### config.mk
export PLATFORM = sky130hd
export DESIGN_NAME = traffic_phase_scheduler
export DESIGN_NICKNAME = d
export VERILOG_FILES = /design/src/rtl/traffic_phase_scheduler.sv
export SDC_FILE = /design/constraint.sdc
export NUM_CORES = 1
export LEC_CHECK = 0
export CAP_MARGIN = 20
export CORE_UTILIZATION = 45
export CTS_CLUSTER_DIAMETER = 200
export DETAILED_ROUTE_END_ITERATION = 8
export PLACE_DENSITY = 0.66
export SLEW_MARGIN = 20
export SYNTH_ARGS = -nofsm -noshare
export SYNTH_HDL_FRONTEND = slang
export SYNTH_SLANG_ARGS = --single-unit
### constraint.sdc
create_clock -name clk -period 3.9 [get_ports clk]
set_input_delay 0.78 -clock clk [delete_from_list [all_inputs] [get_ports clk]]
set_output_delay 0.78 -clock clk [all_outputs]
set_load 0.05 [all_outputs]
### src/rtl/traffic_phase_scheduler.sv
// Round-robin arbiter and phase sequencer for the intersection light executor.
// Sensor requests are synchronised, edge-detected and held pending until their phase command transfers.
module traffic_phase_scheduler #(
  parameter int TICK_DIV  = 50000000,
  parameter int MAIN_MIN  = 6,
  parameter int GO_SEC    = 6,
  parameter int ARROW_SEC = 4,
  parameter int MAX_BURST = 3
) (
  input  logic       clk,
  input  logic       rst_n,
  input  logic [4:0] sensors,
  output logic       phase_valid,
  output logic [2:0] phase_id,
  output logic [3:0] phase_dur,
  input  logic       phase_ready,
  input  logic       phase_done,
  output logic [4:0] pending,
  output logic       busy,
  output logic [2:0] dbg_state
);

  localparam int DIV_W = (TICK_DIV > 1) ? $clog2(TICK_DIV) : 1;
  localparam logic [DIV_W-1:0] DIV_LAST = DIV_W'(TICK_DIV - 1);
  localparam logic [3:0] MAIN_DUR  = 4'(MAIN_MIN);
  localparam logic [3:0] ARROW_DUR = 4'(ARROW_SEC);
  localparam logic [3:0] GO_DUR    = 4'(GO_SEC);

  typedef enum logic [2:0] {
    S_ISSUE_MAIN = 3'd0,
    S_MAIN       = 3'd1,
    S_ARB        = 3'd2,
    S_ISSUE      = 3'd3,
    S_RUN        = 3'd4
  } state_t;

  state_t           state_q, state_d;
  logic [4:0]       sync1_q, sync1_d, sync2_q, sync2_d, prev_q, prev_d;
  logic [4:0]       pending_q, pending_d;
  logic [DIV_W-1:0] div_q, div_d;
  logic [3:0]       sec_q, sec_d;
  logic [2:0]       rr_q, rr_d, grant_q, grant_d, burst_q, burst_d;
  logic             valid_q, valid_d;
  logic [2:0]       id_q, id_d;
  logic [3:0]       dur_q, dur_d;

  logic [4:0] rise, pend_now, clr;
  logic       tick, xfer, arb_found;
  logic [2:0] arb_g, cand;
  logic [3:0] cand_sum;

  function automatic logic [3:0] dur_of(input logic [2:0] id);
    if (id == 3'd0) return MAIN_DUR;
    if (id <= 3'd2) return ARROW_DUR;
    return GO_DUR;
  endfunction

  always_comb begin
    rise     = sync2_q & ~prev_q;
    pend_now = pending_q | rise;
    tick     = (div_q == DIV_LAST);
    xfer     = valid_q & phase_ready;

    // Round-robin search starting at rr; a same-cycle edge is already eligible.
    arb_found = 1'b0;
    arb_g     = 3'd0;
    cand_sum  = 4'd0;
    cand      = 3'd0;
    for (int k = 0; k < 5; k++) begin
      cand_sum = {1'b0, rr_q} + 4'(k);
      if (cand_sum >= 4'd5) cand_sum = cand_sum - 4'd5;
      cand = cand_sum[2:0];
      if (!arb_found && pend_now[cand]) begin
        arb_found = 1'b1;
        arb_g     = cand;
      end
    end

    state_d = state_q;
    sync1_d = sensors;
    sync2_d = sync1_q;
    prev_d  = sync2_q;
    div_d   = tick ? '0 : div_q + 1'b1;
    sec_d   = sec_q;
    rr_d    = rr_q;
    grant_d = grant_q;
    burst_d = burst_q;
    valid_d = valid_q;
    id_d    = id_q;
    dur_d   = dur_q;
    clr     = 5'd0;

    case (state_q)
      S_ISSUE_MAIN: begin
        if (xfer) begin
          valid_d = 1'b0;
          sec_d   = 4'd0;
          burst_d = 3'd0;
          state_d = S_MAIN;
        end else begin
          valid_d = 1'b1;
          id_d    = 3'd0;
          dur_d   = dur_of(3'd0);
        end
      end
      S_MAIN: begin
        if (tick && sec_q != 4'hF) sec_d = sec_q + 4'd1;
        if (int'(sec_q) >= MAIN_MIN && pend_now != 5'd0) state_d = S_ARB;
      end
      S_ARB: begin
        if (arb_found) begin
          grant_d = arb_g;
          id_d    = arb_g + 3'd1;
          dur_d   = dur_of(arb_g + 3'd1);
          valid_d = 1'b1;
          state_d = S_ISSUE;
        end else begin
          state_d = S_ISSUE_MAIN;
        end
      end
      S_ISSUE: begin
        if (xfer) begin
          valid_d      = 1'b0;
          clr[grant_q] = 1'b1;
          rr_d         = (grant_q == 3'd4) ? 3'd0 : grant_q + 3'd1;
          burst_d      = burst_q + 3'd1;
          state_d      = S_RUN;
        end
      end
      S_RUN: begin
        if (phase_done) begin
          if (pend_now != 5'd0 && int'(burst_q) < MAX_BURST) state_d = S_ARB;
          else state_d = S_ISSUE_MAIN;
        end
      end
      default: state_d = S_ISSUE_MAIN;
    endcase

    // A new edge on the bit being cleared wins, so the request is not lost.
    pending_d = (pending_q & ~clr) | rise;
  end

  always_ff @(posedge clk or negedge rst_n) begin
    if (!rst_n) begin
      state_q   <= S_ISSUE_MAIN;
      sync1_q   <= 5'd0;
      sync2_q   <= 5'd0;
      prev_q    <= 5'd0;
      pending_q <= 5'd0;
      div_q     <= '0;
      sec_q     <= 4'd0;
      rr_q      <= 3'd0;
      grant_q   <= 3'd0;
      burst_q   <= 3'd0;
      valid_q   <= 1'b0;
      id_q      <= 3'd0;
      dur_q     <= 4'd0;
    end else begin
      state_q   <= state_d;
      sync1_q   <= sync1_d;
      sync2_q   <= sync2_d;
      prev_q    <= prev_d;
      pending_q <= pending_d;
      div_q     <= div_d;
      sec_q     <= sec_d;
      rr_q      <= rr_d;
      grant_q   <= grant_d;
      burst_q   <= burst_d;
      valid_q   <= valid_d;
      id_q      <= id_d;
      dur_q     <= dur_d;
    end
  end

  assign phase_valid = valid_q;
  assign phase_id    = id_q;
  assign phase_dur   = dur_q;
  assign pending     = pending_q;
  assign busy        = (state_q != S_MAIN);
  assign dbg_state   = state_q;

endmodule

**Word level (Yosys, flattened, before mapping)**

Cells that the tools add are included.

- $add $sub $neg: 14
- Multiply operators: 0
- Divide/modulo/power cells: 0
- $lt $le $gt $ge: 15
- Eq/ne operators: 15
- Shift-type cells: 0
- Muxes and demuxes: 65
- Bitwise gates (word level): 7
- Reduce and logical (&&, ||, !) cells: 26

Operators with widths:

| kind | number |
|---|---|
| 3-bit 2-to-1 mux | 19 |
| 4-bit 2-to-1 mux | 8 |
| 26-bit by 1-bit adder with 26-bit output (second input constant) | 1 |
| 26-bit equality test (second input constant) | 1 |
| 26-bit 2-to-1 mux | 1 |
| 3-bit by 4-bit less-than comparator with 1-bit output (second input constant) | 6 |
| 1-bit 2-to-1 mux | 21 |
| 4-bit by 3-bit greater-or-equal comparator with 1-bit output (second input constant) | 5 |
| 4-bit one-hot mux with 2 select lines | 2 |
| 1-bit binary-select mux with 3-bit select | 5 |
| 3-bit one-hot mux with 5 select lines | 1 |
| 3-bit subtractor (second input constant) | 5 |
| 2-bit != test (second input constant) | 7 |
| 3-bit one-hot mux with 2 select lines | 2 |
| 3-bit AND reduction | 4 |
| 5-bit AND | 2 |
| 5-bit 2-to-1 mux | 2 |
| 5-bit NOT | 2 |
| 5-bit bitwise OR | 2 |
| 3-bit by 1-bit adder with 3-bit output (second input constant) | 3 |
| 3-bit by 2-bit adder with 4-bit output (second input constant) | 2 |
| 1-bit logical AND | 8 |
| 3-bit by 2-bit equality test with 1-bit output (second input constant) | 2 |
| 3-bit equality test (second input constant) | 2 |
| other kinds (21) | 29 |

- Register bits: 70
- Latch bits: 0
- RAM bits: 0
- ROM bits: 0
- Input bits: 9
- Memories kept: 0

**Longest topological paths before layout**

Gate-level depths: netlist of the first run.

- Word-level depth: 30
- Mapped depth: 18
- Depth with buffers taken out: 16

**Worst setup path after synthesis of the first run**

OpenSTA, ideal clock, no wires.

- Path kind: register to register
- Start: register rr_q[0]
- End: register dur_q[1] (netlist: phase_dur[1])
- Setup time: 126 ps
- Arrival: 4,015 ps
- Data required time: 3,774 ps
- Slack: -241 ps
- Cell stages (with the launch flop): 18
- Path buffers: 2
- Cell sequence: dfrtp_1 -> buf_6 -> inv_1 -> buf_2 -> ha_1 -> inv_1 -> fa_1 -> inv_1 -> a21oi_1 -> or3_1 -> a32oi_2 -> nor4b_1 -> and3_1 -> a22o_1 -> inv_1 -> ha_1 -> or4_1 -> o32a_1

- Longest elaborated chain between the ends: 27
- Elaborated cells between the ends (all ways): 64

Ends and longest elaborated chain:

| what | line | text |
|---|---|---|
| start: declaration | 42 | `logic [2:0] rr_q, rr_d, grant_q, grant_d, burst_q, burst_d;` |
| start signal: assignment | 166 | `rr_q <= rr_d;` |
| parallel branches: the longest is 16 deep, another holds 3-bit by 1-bit adder with 4-bit output | - |  |
| 3-bit 2-to-1 mux * | 73 | `if (!arb_found && pend_now[cand]) begin` |
| via arb_g[1] | 49 | `logic [2:0] arb_g, cand;` |
| 3-bit by 1-bit adder with 3-bit output * | 114 | `dur_d = dur_of(arb_g + 3'd1);` |
| 3-bit by 2-bit less-or-equal comparator with 1-bit output | 54 | `if (id <= 3'd2) return ARROW_DUR;` |
| 1-bit 2-to-1 mux (2 in a row) | 54 |  |
| 1-bit 2-to-1 mux | 111 | `if (arb_found) begin` |
| 1-bit 2-to-1 mux | 93 | `case (state_q)` |
| 4-bit 2-to-1 mux | 55 | `return GO_DUR;` |
| 4-bit 2-to-1 mux * | 54 |  |
| 4-bit 2-to-1 mux * | 111 |  |
| 4-bit one-hot mux with 2 select lines * | 93 |  |
| end signal: assignment | 171 | `dur_q <= dur_d;` |
| end: declaration | 45 | `logic [3:0] dur_q, dur_d;` |

Mark *: on every way through the listed nets, which the timed path passes. The select of a mux whose other input is x is not followed.
A chain may end at the register's enable or synchronous reset.

**Final worst setup path of the first run**

- Start: register rr_q[0]
- End: register dur_q[1] (netlist: phase_dur[1])

- Longest elaborated chain between the ends: 27
- Elaborated cells between the ends (all ways): 64

Ends and longest elaborated chain:

| what |
|---|
| parallel branches: the longest is 27 deep, another holds 3-bit by 1-bit adder with 4-bit output |

Several ways; the timed one is not identified. The select of a mux whose other input is x is not followed.

==> results.json, run 1 <==
{
  "placed_cell_area_um2": 4910,
  "core_um2": 9280,
  "nNetsFinal": 547,
  "p_int_mw": 2.73,
  "clock_pin_slew_of_the_registers_on_the_worst_case_setup_and_hold_paths_ns": 0.09,
  "grtUsageTotal_pct": 22.3,
  "count_of_vias_placed_by_the_detailed_router": 3699,
  "hpwl_um": 7660,
  "cp.arrival_ns": 4.03,
  "drt_pass1_iterations": 4,
  "insertion_delay_ns": 0.34,
  "swShare_pct": 46.5,
  "clock_tree_from_tritoncts": "done",
  "first_global_vias": 3617,
  "number_of_placed_instances_with_taps_included": 634,
  "port_buffers": 23,
  "clock_sink_count": 68,
  "drc": 0,
  "postSynthRegisterBits": 68,
  "ioPinCount": 26,
  "min_period_over_period_pct": 97.2,
  "synthFlopType": "dfrtp_1",
  "rr_endpoint": "phase_dur[1]$_DFFE_PN0P_",
  "power.share.sequential_pct": 18.0,
  "ys_async_sr_fraction_pct": 100,
  "synthTopCellsByArea": "dfrtp_1 (39%), ha_1 (4.9%), nand2_1 (3.6%), nor2_1 (3.6%), nand3_1 (3.1%)",
  "grt-ovfl-total": 0,
  "cts_inserted_buffers": 9,
  "register_area_um2": 1700,
  "drt_first_iter_violations": 121,
  "row_count": 35,
  "max-slew-margin-rel_pct": 60.4,
  "switching_power_mw": 2.37,
  "worst_slew_pin_slew_ns": 0.579,
  "die_area_um2": 10000,
  "worstHoldPathCells": 0,
  "cts_buffer_depth": 2,
  "slew_viol_final": 0,
  "timing.hold.worst.class": "flip-flop to flip-flop",
  "grt_max_degree": 45,
  "power.density_cell_area_nw_per_um2": 962,
  "setup-violations-final": 0,
  "max_fanout_on_critical_path": 5,
  "area_grow_syn2layout_pct": 22.0,
  "required_ns": 4.14,
  "cts_htree_levels": 3,
  "root_buffer": "clkbuf_8",
  "edff_count_synth": 0,
  "max_freq_mhz": 264,
  "post_synth_num_cell_types": 82,
  "area_occupied_by_multi_input_gates_um2": 2650,
  "routabilityCongestion": 0.910,
  "worst_r2r_path_depth": 16,
  "start_util_pct": 46.8,
  "die_y_um": 100,
  "final_layout_size_suffix_gt1_share_pct": 18.9,
  "n_fill_cell": 830,
  "grt_first_pass_wirelength_um": 17600,
  "hold_violations": 0,
  "ff2ff_setup_slack_ns": 0.11,
  "setup.worst_path.end_class": "flip-flop",
  "routedWlPerCell_um": 16.3,
  "drt-vias-per-instance": 5.66,
  "final_cell_area_um2": 5300,
  "ir_drop_mv": 0.402,
  "skew_ns": 0.0148,
  "min_from": "sync1_q[3]$_DFF_PN0_",
  "drtAntennaViolNets": 0,
  "ys_warn_count": 0,
  "synthesis.instances": 461,
  "largest_area_contributor_in_the_synthesized_netlist": "dfrtp_1",
  "outcome": "complete, no violations",
  "max_cap_violations": 0,
  "clkPwrFrac_pct": 12.8,
  "post_synth.cell_area_avg_um2": 9.42,
  "fin_crit_ns": 3.79,
  "critical_path.reg2reg.startpoint": "rr_q[0]$_DFFE_PN0P_",
  "instances_no_fill": 654,
  "routed_wl_um": 10700,
  "floorplan.die.width_um": 100,
  "timing.critical_path.from_type": "flip-flop",
  "p_leak_nw": 2.17,
  "n_antenna_cell": 0,
  "power_frac_comb_pct": 69.3,
  "crit_path_class": "flip-flop to flip-flop",
  "initial_antenna_violation_count": 0,
  "syn_area_um2": 4340,
  "hold_end": "prev_d[3]$_DFF_PN0_",
  "ys_seq_area_share_pct": 39.2,
  "synth.top_cell.area_share_pct": 39.2
}
[timing repair]
item,4_1_cts,5_1_grt
setup endpoints to repair,0,1
hold buffers,0,0
setup buffers,0,4
gates resized for setup,0,23
[cell usage after synthesis, drive strengths merged, types with 14 or more instances]
master and number:
nor2 43, nand2 42, dfrtp 68, nand3 27, ha 17, a21oi 18, nor3 15, o21ai 30
inv 15, nand2b 15, xnor2 14
[per-layer routing]
| layer | vias up | track usage (%) | share of wire [%] |
|---|---|---|---|
| li1 | 1791 | - | - |
| met2 | 98 | 35.4 | 47 |
| met5 | - | 0 | 0 |
| met1 | 1781 | 29.9 | 46 |
| met3 | 29 | 3.76 | 4.2 |
| met4 | 0 | 10.5 | 3.2 |
[layout by cell type, fill, tap and decap left out, drive strengths merged, types with 3 or more instances in the layout]
cell	count
or3	5
and2	5
a31oi	3
nand2b	15
nand3	27
buf	38
nor2b	12
xor2	12
o211ai	5
a21o	4
o32a	3
nor2	43
nor3	15
o21a	3
ha	17
mux2i	7
nand4	4
a211o	4
inv	16
a21oi	18
nand2	42
clkbuf	10
o21ai	30
or2	5
dfrtp	68
o21bai	4
a211oi	6
and3	5
nor4b	3
a22o	3
a2111oi	5
xnor2	14
clkdlybuf4s50	22
o22ai	5
o41ai	3
[cells by family (layout without fill, tap and decap cells)]
logic type | count (synthesis) | after routing | synth area share (%)
xor gates and xnor gates | 26 | 26 | 5.24
DFF | 68 | 68 | 39.2
other | 1 | 2 | 0.0863
muxes | 10 | 10 | 3.08
adders and majority gates | 18 | 18 | 5.36
buffers and inverters | 28 | 91 | 3.46
and+or+nand+nor | 194 | 194 | 23.6
AOI/OAI and AO/OA | 116 | 116 | 20.0
[stage by stage]
stage | hold WS [ns] | power [mW] | setup TNS, ns | utilization (%) | setup slack, ns
4_1_cts | 0.353 | 4.64 | 0 | 55.3 | 0.0120
5_1_grt | 0.349 | 5.44 | -0.0268 | 57.1 | -0.0268
6_report | 0.353 | 5.10 | 0 | 57.1 | 0.110
2_1_floorplan | 0.331 | 3.03 | 0 | - | 0.00779
3_5_place_dp | 0.337 | 3.97 | 0 | 52.9 | 0.0173
3_3_place_gp | 0.333 | 3.94 | 0 | 52.9 | 0.153
[state kept, by name, indices dropped and copies added, names as in the netlist]
name / cells
div_q: 26
pending: 5
prev_d: 5
prev_q: 5
sync1_q: 5
sec_q: 4
burst_q: 3
dbg_state: 3
grant_q: 3
phase_id: 3
rr_q: 3
phase_dur: 2
phase_valid: 1
[power groups by stage]
| stage | combinational (mW) | sequential [mW] | clock (mW) |
|---|---|---|---|
| final | 3.53 | 0.916 | 0.651 |
| after global placement | 3.01 | 0.923 | 0 |
| after global routing | 3.81 | 0.930 | 0.705 |
| after detailed placement | 3.04 | 0.925 | 0 |
| after CTS | 3.06 | 0.912 | 0.669 |
| after floorplan | 2.00 | 1.03 | 0 |
[critical path, stage by stage (launching register included)]
cell and delay (ns):
dfrtp_1 0.39, inv_2 0.07, ha_1 0.17, inv_1 0.06, fa_2 0.40, inv_2 0.09
a21oi_2 0.07, or3_4 0.38, a32oi_4 0.28, nor4b_4 0.27, buf_4 0.15, a31oi_1 0.10
a22o_4 0.28, ha_4 0.27, nor2_1 0.03, or4_1 0.40, o32a_1 0.29
[worst max path at each step]
stage / from / endpoint / slack, ns
4_1_cts: rr_q[0]$_DFFE_PN0P_ / phase_dur[1]$_DFFE_PN0P_ / 0.01
2_1_floorplan: rr_q[0]$_DFFE_PN0P_ / phase_dur[1]$_DFFE_PN0P_ / 0.008
6_report: rr_q[0]$_DFFE_PN0P_ / phase_dur[1]$_DFFE_PN0P_ / 0.11
5_1_grt: rr_q[0]$_DFFE_PN0P_ / phase_dur[1]$_DFFE_PN0P_ / -0.03
3_3_place_gp: rr_q[0]$_DFFE_PN0P_ / phase_dur[1]$_DFFE_PN0P_ / 0.15
3_5_place_dp: rr_q[0]$_DFFE_PN0P_ / phase_dur[1]$_DFFE_PN0P_ / 0.02
[cell type report]
| cell class | instances | area share, % |
|---|---|---|
| Sequential cell | 68 | 32.1 |
| Inverter | 15 | 1.06 |
| Timing Repair Buffer | 60 | 9.54 |
| Clock buffer | 10 | 2.60 |
| Clock inverter | 6 | 1.63 |
| Multi-Input combinational cell | 366 | 50.0 |
| Tap cell | 129 | 3.05 |
(Power assumes the default switching activity.)
==> run 2: changes to the inputs <==
--- a/config.mk
+++ b/config.mk
@@ -9,7 +9,8 @@
 export CORE_UTILIZATION = 45
 export CTS_CLUSTER_DIAMETER = 200
 export DETAILED_ROUTE_END_ITERATION = 8
-export PLACE_DENSITY = 0.66
+export DONT_BUFFER_PORTS = 1
+export PLACE_DENSITY = 0.69
 export SLEW_MARGIN = 20
 export SYNTH_ARGS = -nofsm -noshare
 export SYNTH_HDL_FRONTEND = slang
==> results.json, run 2 (synthesis gave the netlist of run 1 again) <==
{
  "cts_htree_levels": 3,
  "hpwl_um": 7460,
  "drt-vias-per-instance": 5.68,
  "utilization_after_layout_pct": 54.9,
  "worstPathCellList": "inv_2, ha_4, inv_2, fa_2, inv_4, buf_4, o311ai_0, o22ai_1, a32oi_4, buf_4, a211oi_1, a21oi_1, a22o_1, ha_1, nor2_1, or4_1, o32a_1",
  "core_um2": 9280,
  "max_cap_violations": 0,
  "ir_drop_mv": 0.356,
  "timing.hold.worst.class": "input port to asynchronous set/reset pin",
  "drt_pass1_iterations": 5,
  "top_register": "div_q",
  "port_buffers": 0,
  "timing.critical_path.from_type": "flip-flop",
  "die_y_um": 100,
  "whs_ns": 0.126,
  "nNetsFinal": 526,
  "max_fanout_on_critical_path": 4,
  "worst_slew_pin_slew_ns": 0.744,
  "required_ns": 4.12,
  "timing.critical_path.max_delay_family": "compound AO/OA/AOI/OAI gates",
  "routed_wl_um": 10200,
  "cp.arrival_ns": 4.07,
  "rr_endpoint": "phase_dur[1]$_DFFE_PN0P_",
  "drtAntennaViolNets": 0,
  "path_buf_inv": 5,
  "drt_first_iter_violations": 255,
  "clock_sink_count": 68,
  "grt_first_pass_wirelength_um": 16800,
  "ff2ff_setup_slack_ns": 0.05,
  "floorplan.die.width_um": 100,
  "critical_path.reg2reg.startpoint": "rr_q[0]$_DFFE_PN0P_",
  "min_period_over_period_pct": 98.7,
  "clock_tree_from_tritoncts": "done",
  "skew_ns": 0.00652,
  "row_count": 35,
  "count_of_vias_placed_by_the_detailed_router": 3593,
  "cts_buffer_depth": 2,
  "grt_max_degree": 69,
  "p_leak_nw": 2.08,
  "routabilityCongestion": 0.962,
  "fin_crit_ns": 3.85,
  "outcome": "complete, no violations",
  "crit_path_class": "flip-flop to flip-flop",
  "clock_pin_slew_of_the_registers_on_the_worst_case_setup_and_hold_paths_ns": 0.08,
  "max_freq_mhz": 260,
  "ioPinCount": 26,
  "mostFrequentLayoutCell": "dfrtp_1",
  "die_area_um2": 10000,
  "setup-violations-final": 0,
  "setup-tns-final_ns": 0,
  "max-slew-margin-rel_pct": 50.4,
  "flip_flop_count_of_the_largest_register_all_copies_and_words_added": 26,
  "n_antenna_cell": 0,
  "grt_setup_unrepaired": "true",
  "area_grow_syn2layout_pct": 17.3,
  "crit_path_top_delay_cell": "fa_2",
  "crit_path_max_incr_delay_ns": 0.43,
  "overall_power_mw": 4.81,
  "routedWlPerCell_um": 16.2,
  "hold_violations": 0,
  "holdBufCountCts": 0,
  "slew_viol_final": 0,
  "final_layout_size_suffix_gt1_share_pct": 20.6,
  "first_global_vias": 3469,
  "root_buffer": "clkbuf_8",
  "top_library_cells_by_usage_in_the_layout_fill_and_taps_aside": "dfrtp_1 (66), nand2_1 (42), nor2_1 (42), buf_4 (38), nand3_1 (27)",
  "insertion_delay_ns": 0.34,
  "worst_r2r_path_depth": 17,
  "cts_inserted_buffers": 9,
  "grtUsageTotal_pct": 21.2,
  "start_util_pct": 46.8,
  "drc": 0,
  "grt-ovfl-total": 0,
  "setup.worst_path.end_class": "flip-flop",
  "power.density_cell_area_nw_per_um2": 944,
  "initial_antenna_violation_count": 0
}
## run 2: routing by layer
metal / wire (um) / track usage, % / vias to the layer above
met4: 212 / 8.47 / 0
met2: 4900 / 33.2 / 103
li1: - / - / 1754
met5: 0 / 0 / -
met3: 489 / 4.39 / 21
met1: 4640 / 28.9 / 1715
## run 2: final cells by class
class,instances,area (um^2)
fill,839,4190
multi-input combinational,366,2640
sequential,68,1700
timing repair buffer,39,297
tap,129,161
clock buffer,10,138
clock inverter,6,95.1
inverter,15,58.8
## run 2: worst register-to-register path, delay by kind of cell (launching register included)
kind / cells / cell delay (ns)
DFF: 1 / 0.41
adders and majority gates: 3 / 0.89
buffers and inverters: 5 / 0.55
AOI/OAI and AO/OA: 7 / 1.43
and+or+nand+nor: 2 / 0.44
## run 2: power breakdown
group	leakage (nW)	switching, mW	internal (mW)	total (mW)
Clock	0.117	0.288	0.383	0.671
Combinational	1.12	1.76	1.36	3.12
Sequential	0.842	0.222	0.792	1.01
Total	2.08	2.27	2.54	4.81
## run 2: worst max-delay path by stage
| stage | start | endpoint | slack, ns | cells past startpoint |
|---|---|---|---|---|
| 6_report | rr_q[0]$_DFFE_PN0P_ | phase_dur[1]$_DFFE_PN0P_ | 0.05 | 17 |
| 5_1_grt | rr_q[1]$_DFFE_PN0P_ | phase_dur[1]$_DFFE_PN0P_ | -0.03 | 13 |
| 4_1_cts | rr_q[1]$_DFFE_PN0P_ | phase_dur[1]$_DFFE_PN0P_ | 0.03 | 14 |
| 3_5_place_dp | rr_q[1]$_DFFE_PN0P_ | phase_dur[1]$_DFFE_PN0P_ | -0.04 | 14 |
| 3_3_place_gp | rr_q[1]$_DFFE_PN0P_ | phase_dur[1]$_DFFE_PN0P_ | 0.08 | 14 |
| 2_1_floorplan | rr_q[0]$_DFFE_PN0P_ | phase_dur[1]$_DFFE_PN0P_ | 0.008 | 17 |
## run 2: metrics by stage
step / worst slack [ns] / cell area, um^2 / instances
detailed placement: -0.0350 / 4650 / 607
global placement: 0.0784 / 4650 / 607
floorplan: 0.00779 / 4370 / 462
global route: -0.0336 / 5090 / 633
CTS: 0.0299 / 4900 / 624
finish: 0.0502 / 5090 / 633
## run 2: repair_timing
item                                    CTS  global route
resized for setup                         3            27
pin swaps                                 1             7
buffers inserted                          1             9
endpoints found under the setup margin    1             1
